### config.mk
export PLATFORM = sky130hd
export DESIGN_NAME = axi_read_arbiter_nch
export DESIGN_NICKNAME = d
export VERILOG_FILES = /design/src/rtl/axi_arb_pkg.sv /design/src/rtl/rr_arbiter.sv /design/src/rtl/axi_read_arbiter_nch.sv
export SDC_FILE = /design/constraint.sdc
export NUM_CORES = 1
export LEC_CHECK = 0
export BUFFER_PORTS_ARGS = -buffer_cell sky130_fd_sc_hd__buf_2
export CELL_PAD_IN_SITES_DETAIL_PLACEMENT = 1
export CELL_PAD_IN_SITES_GLOBAL_PLACEMENT = 1
export CORE_ASPECT_RATIO = 1.1
export CORE_MARGIN = 1
export CORE_UTILIZATION = 32
export CTS_CLUSTER_DIAMETER = 50
export DETAILED_ROUTE_END_ITERATION = 6
export GPL_ROUTABILITY_DRIVEN = 0
export PLACE_DENSITY_LB_ADDON = 0.1
export SYNTH_ARGS = -nofsm -noshare
export SYNTH_HDL_FRONTEND = slang
export SYNTH_SLANG_ARGS = --single-unit
### constraint.sdc
create_clock -name clk -period 5.9 [get_ports clk]
set_input_delay 0 -clock clk [delete_from_list [all_inputs] [get_ports clk]]
set_output_delay 0 -clock clk [all_outputs]
set_load 0.1 [all_outputs]
### src/rtl/axi_arb_pkg.sv
// Shared types and constants for the N-client AXI read arbiter.
// Included by the arbiter top and its request-selection sub-module.
package axi_arb_pkg;

    typedef enum logic [1:0] {
        IDLE = 2'd0,
        ADDR = 2'd1,
        DATA = 2'd2
    } arb_state_t;

    localparam int ARB_RR    = 0;
    localparam int ARB_FIXED = 1;
    localparam int AXI_LEN_W = 8;

endpackage

### src/rtl/rr_arbiter.sv
// Combinational request selector: rotating search from ptr (round-robin)
// or from index 0 (fixed priority). Produces a one-hot grant and its index.
module rr_arbiter
    import axi_arb_pkg::*;
#(
    parameter int N  = 3,
    parameter int IW = $clog2(N)
) (
    input  logic [N-1:0]  req,
    input  logic [IW-1:0] ptr,
    input  logic          mode,
    output logic [N-1:0]  grant,
    output logic [IW-1:0] idx
);

    logic [IW-1:0] base;
    logic [IW-1:0] cand;
    logic          found;

    assign base = (int'(mode) == ARB_FIXED) ? '0 : ptr;

    always_comb begin
        grant = '0;
        idx   = '0;
        found = 1'b0;
        cand  = '0;
        for (int k = 0; k < N; k++) begin
            cand = IW'((int'(base) + k) % N);
            if (!found && req[cand]) begin
                found       = 1'b1;
                grant[cand] = 1'b1;
                idx         = cand;
            end
        end
    end

endmodule

### src/rtl/axi_read_arbiter_nch.sv
// N-client AXI read arbiter: one burst at a time onto a single read port,
// data routed to the owner until rlast, burst length checked against arlen.
module axi_read_arbiter_nch
    import axi_arb_pkg::*;
#(
    parameter int NUM_CLIENTS = 3,
    parameter int ADDR_WIDTH  = 32,
    parameter int DATA_WIDTH  = 32,
    parameter int ARB_MODE    = 0,
    parameter int IW          = $clog2(NUM_CLIENTS)
) (
    input  logic                              clk,
    input  logic                              rst,
    input  logic [NUM_CLIENTS*ADDR_WIDTH-1:0] s_araddr,
    input  logic [NUM_CLIENTS*AXI_LEN_W-1:0]  s_arlen,
    input  logic [NUM_CLIENTS-1:0]            s_arvalid,
    output logic [NUM_CLIENTS-1:0]            s_arready,
    output logic [DATA_WIDTH-1:0]             s_rdata,
    output logic [NUM_CLIENTS-1:0]            s_rvalid,
    output logic [NUM_CLIENTS-1:0]            s_rlast,
    input  logic [NUM_CLIENTS-1:0]            s_rready,
    output logic [ADDR_WIDTH-1:0]             m_araddr,
    output logic [AXI_LEN_W-1:0]              m_arlen,
    output logic                              m_arvalid,
    input  logic                              m_arready,
    input  logic [DATA_WIDTH-1:0]             m_rdata,
    input  logic                              m_rvalid,
    input  logic                              m_rlast,
    output logic                              m_rready,
    output logic [IW-1:0]                     grant_id,
    output logic                              busy,
    output logic                              len_err,
    output arb_state_t                        state_dbg
);

    // Handshakes: a beat/address transfers on a cycle where valid & ready are both high;
    // valid never depends on ready, and the arbiter only passes ready/valid through.
    arb_state_t             state, state_next;
    logic [IW-1:0]          ptr;
    logic [8:0]             beat_cnt;
    logic [NUM_CLIENTS-1:0] arb_grant;
    logic [IW-1:0]          arb_idx;
    logic [ADDR_WIDTH-1:0]  win_addr;
    logic [AXI_LEN_W-1:0]   win_len;
    logic                   r_fire;

    rr_arbiter #(
        .N  (NUM_CLIENTS),
        .IW (IW)
    ) u_arb (
        .req   (s_arvalid),
        .ptr   (ptr),
        .mode  (ARB_MODE == ARB_FIXED),
        .grant (arb_grant),
        .idx   (arb_idx)
    );

    always_comb begin
        win_addr = '0;
        win_len  = '0;
        for (int i = 0; i < NUM_CLIENTS; i++) begin
            if (arb_grant[i]) begin
                win_addr = win_addr | s_araddr[i*ADDR_WIDTH +: ADDR_WIDTH];
                win_len  = win_len | s_arlen[i*AXI_LEN_W +: AXI_LEN_W];
            end
        end
    end

    assign r_fire = (state == DATA) && m_rvalid && s_rready[grant_id];

    always_comb begin
        state_next = state;
        m_arvalid  = 1'b0;
        m_rready   = 1'b0;
        s_arready  = '0;
        s_rvalid   = '0;
        s_rlast    = '0;
        case (state)
            IDLE: begin
                if (|s_arvalid) state_next = ADDR;
            end
            ADDR: begin
                m_arvalid           = 1'b1;
                s_arready[grant_id] = m_arready;
                if (m_arready) state_next = DATA;
            end
            DATA: begin
                m_rready           = s_rready[grant_id];
                s_rvalid[grant_id] = m_rvalid;
                s_rlast[grant_id]  = m_rlast;
                if (r_fire && m_rlast) state_next = IDLE;
            end
            default: state_next = IDLE;
        endcase
    end

    always_ff @(posedge clk) begin
        if (rst) begin
            state    <= IDLE;
            grant_id <= '0;
            m_araddr <= '0;
            m_arlen  <= '0;
            ptr      <= '0;
            beat_cnt <= '0;
            len_err  <= 1'b0;
        end else begin
            state   <= state_next;
            len_err <= 1'b0;
            case (state)
                IDLE: begin
                    if (|s_arvalid) begin
                        grant_id <= arb_idx;
                        m_araddr <= win_addr;
                        m_arlen  <= win_len;
                    end
                end
                ADDR: begin
                    if (m_arready) begin
                        beat_cnt <= '0;
                        if (ARB_MODE == ARB_RR)
                            ptr <= (int'(grant_id) == NUM_CLIENTS - 1) ? '0 : grant_id + 1'b1;
                    end
                end
                DATA: begin
                    if (r_fire) begin
                        if (beat_cnt != '1) beat_cnt <= beat_cnt + 1'b1;
                        // counter holds beats already taken, so a well-formed burst ends at arlen
                        if (m_rlast && beat_cnt != {1'b0, m_arlen}) len_err <= 1'b1;
                    end
                end
                default: ;
            endcase
        end
    end

    assign busy      = (state != IDLE);
    assign s_rdata   = m_rdata;
    assign state_dbg = state;

endmodule

Yosys cells after proc, flatten, opt, wreduce, memory -nomap -nowiden
Index checks and enable logic that the tools add are counted.

Reductions and logical operators: 21. Divide/modulo/power cells: 3. Order comparisons: 8. $add $sub $neg: 4. Eq/ne operators: 10. Bitwise gates (word level): 11. Muxes and demuxes: 45.

Operators by type and width (number): 2-to-1 mux 32 bit (3); modulo 32 x 3 -> 32 bit, second input constant (2); bitwise OR 32 bit (2); modulo 3 x 3 -> 32 bit, second input constant (1); 2-to-1 mux 9 bit (3); 2-to-1 mux 8 bit (3); 2-to-1 mux 3 bit (6); case mux 9 bit (2 select lines) (1); bitwise OR 8 bit (2); 2-to-1 mux 2 bit (7); 2-to-1 mux 1 bit (13); < comparator 2 x 3 -> 1 bit, second input constant (4); logical AND 1 bit (10); adder 9 x 1 -> 9 bit, second input constant (1); bitwise AND 3 bit (3); != test 9 x 8 -> 1 bit (1); != test 9 bit, second input constant (1); binary-select mux 1 bit (select 2 bit) (4); demux 1 bit (select 2 bit) (4); >= comparator 2 x 1 -> 1 bit, second input constant (4); != test 2 bit, second input constant (3); bitwise OR 3 bit (2); case mux 2 bit (3 select lines) (1); OR reduction 3 bit (2); other kinds (13) (19).

Output and inout bits: 89. Flip-flop bits (word level): 56. Input bits: 163. Word-level logic and storage cells: 109.

Longest topological paths before layout
Depth after elaboration: 15. Mapped depth: 9. Gate-level depth less buffers: 7.

By module
From an unflattened synthesis, not the netlist that was laid out.

Cells, all modules: 395. Area total of the unflattened synthesis: 3382.0 um^2.

Modules (own cells, without submodules): axi_read_arbiter_nch (cells each 341, times used 1, sequential area each 1121.1 um^2, area an instance 3021.6 um^2); rr_arbiter (cells each 54, times used 1, sequential area each 0.0 um^2, area an instance 360.3 um^2).

Worst setup path before layout
Ideal clock, no wire load.

Kind: flip-flop to flip-flop. Start point: register state[0], in the netlist state_dbg[0]. End point: register ptr[0]. Clock period less this slack: 5.378 ns. Setup time: 0.075 ns. Stages on the path, launching flop included: 6. Arrival time: 5.303 ns. Slack: 0.522 ns. Required time: 5.825 ns. Path buffers: 0. Cell sequence: dfxtp_1 > nor2b_1 > nand2_1 > nor3_1 > a21oi_1 > nor2_1.

Longest elaborated chain between the ends: 2.

Ends and longest elaborated chain: start: declaration (RTL line axi_read_arbiter_nch.sv:38) `arb_state_t state, state_next;`; start signal: assignment (RTL line axi_read_arbiter_nch.sv:107) `state <= state_next;`; == test 2 x 1 -> 1 bit (RTL line axi_read_arbiter_nch.sv:109) `case (state)`; AND reduction 2 bit (no source line); end signal: assignment (RTL line axi_read_arbiter_nch.sv:121) `ptr <= (int'(grant_id) == NUM_CLIENTS - 1) ? '0 : grant_id + 1'b1;`; end: declaration (RTL line axi_read_arbiter_nch.sv:39) `logic [IW-1:0] ptr;`.

Every way passes these cells. A chain may end at the register's enable or synchronous reset.

Final worst setup path
Start point: register ptr[1]. End point: register m_araddr[15].

Longest elaborated chain between the ends: 15. Elaborated cells between the ends (all ways): 42. Classes of those cells: add/sub (2); div (3); order compare (6); mux (20); bitwise (4); reduce/logical (7).

Ends and longest elaborated chain: adder 2 x 1 -> 3 bit or modulo 3 x 3 -> 32 bit (tied branches) (RTL line rr_arbiter.sv:28) `cand = IW'((int'(base) + k) % N);`; modulo 32 x 3 -> 32 bit (tied with other cells) (RTL line rr_arbiter.sv:28); < comparator 2 x 3 -> 1 bit (implied by the code) (tied with other cells) (RTL line rr_arbiter.sv:31) `grant[cand] = 1'b1;`; logical AND 1 bit (implied by the code) (tied with other cells) (RTL line rr_arbiter.sv:31); 2-to-1 mux 1 bit (implied by the code) (tied with other cells) (RTL line rr_arbiter.sv:31); demux 1 bit (select 2 bit) (tied with other cells); bitwise OR 3 bit (no source line) or 2-to-1 mux 1 bit (tied branches); 2-to-1 mux 3 bit or zero test 1 bit (tied branches) (RTL line rr_arbiter.sv:29) `if (!found && req[cand]) begin`; bitwise OR 3 bit (no source line) or logical AND 1 bit (tied branches); 2-to-1 mux 3 bit (*) (RTL line rr_arbiter.sv:29); 2-to-1 mux 32 bit (RTL line axi_read_arbiter_nch.sv:62) `if (arb_grant[i]) begin`; bitwise OR 32 bit (RTL line axi_read_arbiter_nch.sv:63) `win_addr = win_addr | s_araddr[i*ADDR_WIDTH +: ADDR_WIDTH];`; 2-to-1 mux 32 bit (RTL line axi_read_arbiter_nch.sv:62); bitwise OR 32 bit (RTL line axi_read_arbiter_nch.sv:63); 2-to-1 mux 32 bit (*) (RTL line axi_read_arbiter_nch.sv:62); end signal: assignment (RTL line axi_read_arbiter_nch.sv:113) `m_araddr <= win_addr;`; end: declaration (RTL line axi_read_arbiter_nch.sv:22) `output logic [ADDR_WIDTH-1:0] m_araddr,`.

Mark *: on every way between the ends. The rest lies on a longest branch, timed or not. The select of a mux whose other input is x is not followed.

==> key figures <==
Run status
  – Status: finished, violations left
  – Failing checks: negative hold slack

Drt
  – Routed WL: 16600 um
  – DR iter-0 viols: 264
  – Pre-antenna DRT Iters: 4
  – DR WL/cell: 19.7 um
  – Vias: 4834
  – DRT antenna net count: 0
  – Via density: 5.73
  – DRC errors left: 0

Setup path
  – Worst path max stage delay: 0.96 ns
  – CP bufs+invs: 2
  – Endpoint class of the critical path: flop
  – FF-to-FF path depth: 8
  – Worst R2R Setup Slack: 2.00 ns
  – Critical R2R Capture: m_araddr[15]
  – Worst-path fanout max: 48
  – CP Cell Sequence: inv_1 > ha_2 > nor4bb_1 > a31oi_1 > o2bb2ai_4 > o211ai_1 > a311oi_1 > dlygate4sd3_1
  – CP top delay family: compound AO/OA/AOI/OAI gates
  – Slowest-stage cell, CP: o2bb2ai_4
  – Crit path kind: reg -> reg
  – R2R Path Start: ptr[1]
  – Startpoint Class: flop
  – Data required time at the worst endpoint: 6.15 ns
  – Data arrival, critical path: 4.15 ns

Synth
  – Avg Cell Area, Syn: 7.73 um^2
  – Fraction of registers with async set/reset: 0%
  – Mapped Area: 3980 um^2
  – Post-synth top cells: dfxtp_1, nand3_1, nor2_1, o211ai_1, a31oi_1
  – Sequential area share after synthesis: 28.1%
  – Most frequent cell after synthesis: dfxtp_1
  – Yosys top cell by area: dfxtp_1
  – Post-synthesis cell count: 515
  – Largest cells by area after synthesis: dfxtp_1, o211ai_1, a311oi_1
  – Top_reg_cell synth: dfxtp_1
  – Post-synth cell types: 47
  – EDFF count, synth: 0
  – Flops & latches, synth: 56
  – Mapped Nets: 684
  – Yosys top cell area share: 28.1%
  – Ys Warns: 0

Worst hold path
  – Worst min-delay path class: in -> reg
  – Hold_sp: s_araddr[0]
  – Worst hold path cell count: 3
  – Hold Path End: m_araddr[0]

Clocking
  – Root Buffer: clkbuf_16
  – H-Tree Depth: 2
  – Post_cts resized: 0
  – Clock Sinks: 56
  – Clk_lat worst skew: 0.31 ns
  – Worst-path clk slew: 0.08 ns
  – Hold_buf cts: 62
  – TritonCTS buffer count: 5
  – CTS tree: yes
  – Clock buffer depth: 2
  – Post CTS Setup Buffer Count: 0

Global routing
  – Total GRT Usage: 25.7%
  – Initial antenna violation count: 1
  – Vias in the first global route: 5085
  – Largest net degree at the start of global routing: 82
  – Grt total ovfl: 0
  – First-pass GRT wire length: 25900 um

Floorplanning
  – Initial Utilization: 33.0%
  – # rows: 42
  – Core Area: 12100 um^2
  – Top Ports: 252
  – Die height: 119 um
  – Width of the chip: 108 um
  – Die area: 12900 um^2

STA
  – Fin crit period: 3.90 ns
  – Final worst-path cycle share: 66.2%
  – Setup TNS: 0 ns
  – Final WS setup: 2.00 ns
  – Fmax: 256 MHz
  – Final slew viol count: 0
  – Hold slack: -0.00802 ns
  – Final setup violation count: 0
  – Slew @ Worst Pin: 1.21 ns
  – RSZ-0062 raised after global routing: false
  – Worst rel slew slack: 19.3%
  – Post-Route Skew: 0.0131 ns
  – Final Hold Fails: 3

Power and ir drop
  – Leak Pwr: 2.28 nW
  – Worst vdd ir: 0.139 mV
  – Total power: 1.63 mW
  – Pwr dens: 298 nW/um^2

Placement
  – Port Buf Inserts: 187
  – Pre-CTS setup slack: 2.55 ns
  – Placed insts: 773
  – Dpl hpwl: 10300 um

Cells and area
  – Final net count: 857
  – Area grow syn2layout: 37.4%
  – Fin util: 45.3%
  – Non-filler instance count after layout: 844
  – Share of cells above drive strength 1: 30.2%

Flow run
  – Max cap viols: 0
cells in the final DEF, fill, tap and decap left out, types with 3 or more instances in the layout:
master / instances
a21boi_1: 32
a21oi_1: 14
a311oi_1: 33
a31oi_1: 41
a41oi_1: 7
buf_2: 187
buf_4: 4
clkbuf_16: 5
dfxtp_1: 56
dlygate4sd3_1: 62
ha_1: 5
inv_1: 5
mux2i_1: 5
nand2_1: 22
nand2b_1: 7
nand3_1: 47
nor2_1: 45
nor2b_1: 3
nor3_1: 8
o211ai_1: 42
o21ai_0: 5
o21bai_1: 7
o31ai_1: 3
or2_2: 3
or3_1: 4
or4_1: 3
xnor2_1: 7
sequential cells by signal, indices dropped and copies added, names as in the netlist:
| name | count |
|---|---|
| state_dbg | 2 |
| m_araddr | 32 |
| ptr | 2 |
| m_arlen | 8 |
| len_err | 1 |
| beat_cnt | 9 |
| grant_id | 2 |
stage by stage:
| stage | instance area, um^2 | hold slack, ns |
|---|---|---|
| after floorplan | 3980 | 0.119 |
| after detailed placement | 4700 | 0.000681 |
| after CTS | 5470 | 0.0000844 |
| final | 5470 | -0.00802 |
| after global placement | 4700 | 0.000681 |
| after global routing | 5470 | 0.000157 |
cell type report:
class | instances | area (um^2)
multi-input combinational | 367 | 2400
timing repair buffer | 253 | 1590
clock buffer | 8 | 146
sequential | 56 | 1120
fill | 1529 | 6610
antenna | 1 | 2.50
inverter | 5 | 18.8
tap | 154 | 193
worst max path at each step:
stage / cells after the start / start / end / slack, ns
detailed placement: 7 / ptr[1] / m_araddr[23] / 2.55
CTS: 8 / ptr[1] / m_araddr[1] / 2.08
floorplan: 5 / state_dbg[0] / ptr[0] / 0.52
global route: 8 / ptr[1] / m_araddr[15] / 1.72
global placement: 7 / ptr[1] / m_araddr[25] / 2.68
finish: 8 / ptr[1] / m_araddr[15] / 2.00
cells by family (layout without fill, tap and decap cells):
group                      Yosys count  in the layout  synth area share (%)
AOI/OAI and AO/OA                  195            195                  36.0
and+or+nand+nor                    153            153                  18.3
buffers and inverters               92            266                  12.6
DFF                                 56             56                  28.1
xor gates and xnor gates             8              8                  1.76
adders and majority gates            6              6                  1.88
muxes                                5              5                  1.26
other                                0              1                     0
report_power, final:
part	switching, mW	total [mW]	internal, mW
clock network	0.152	0.322	0.171
registers	0.0351	0.460	0.425
logic	0.616	0.846	0.230
total	0.803	1.63	0.826
worst reg2reg max path: cells and delay by family (launching register included):
kind / cells / cell delay (ns)
buffers and inverters: 2 / 0.67
DFF: 1 / 0.34
adders and majority gates: 1 / 0.85
AOI/OAI and AO/OA: 4 / 1.60
and+or+nand+nor: 1 / 0.40
metal layers:
metal	track usage (%)	up-vias	wire length (um)
met3	3.89	36	754
met2	45.8	166	8430
met5	0	-	0
li1	-	2265	-
met4	9.88	0	416
met1	30.4	2367	7000
No activity file was read; power rests on OpenSTA's default activity.
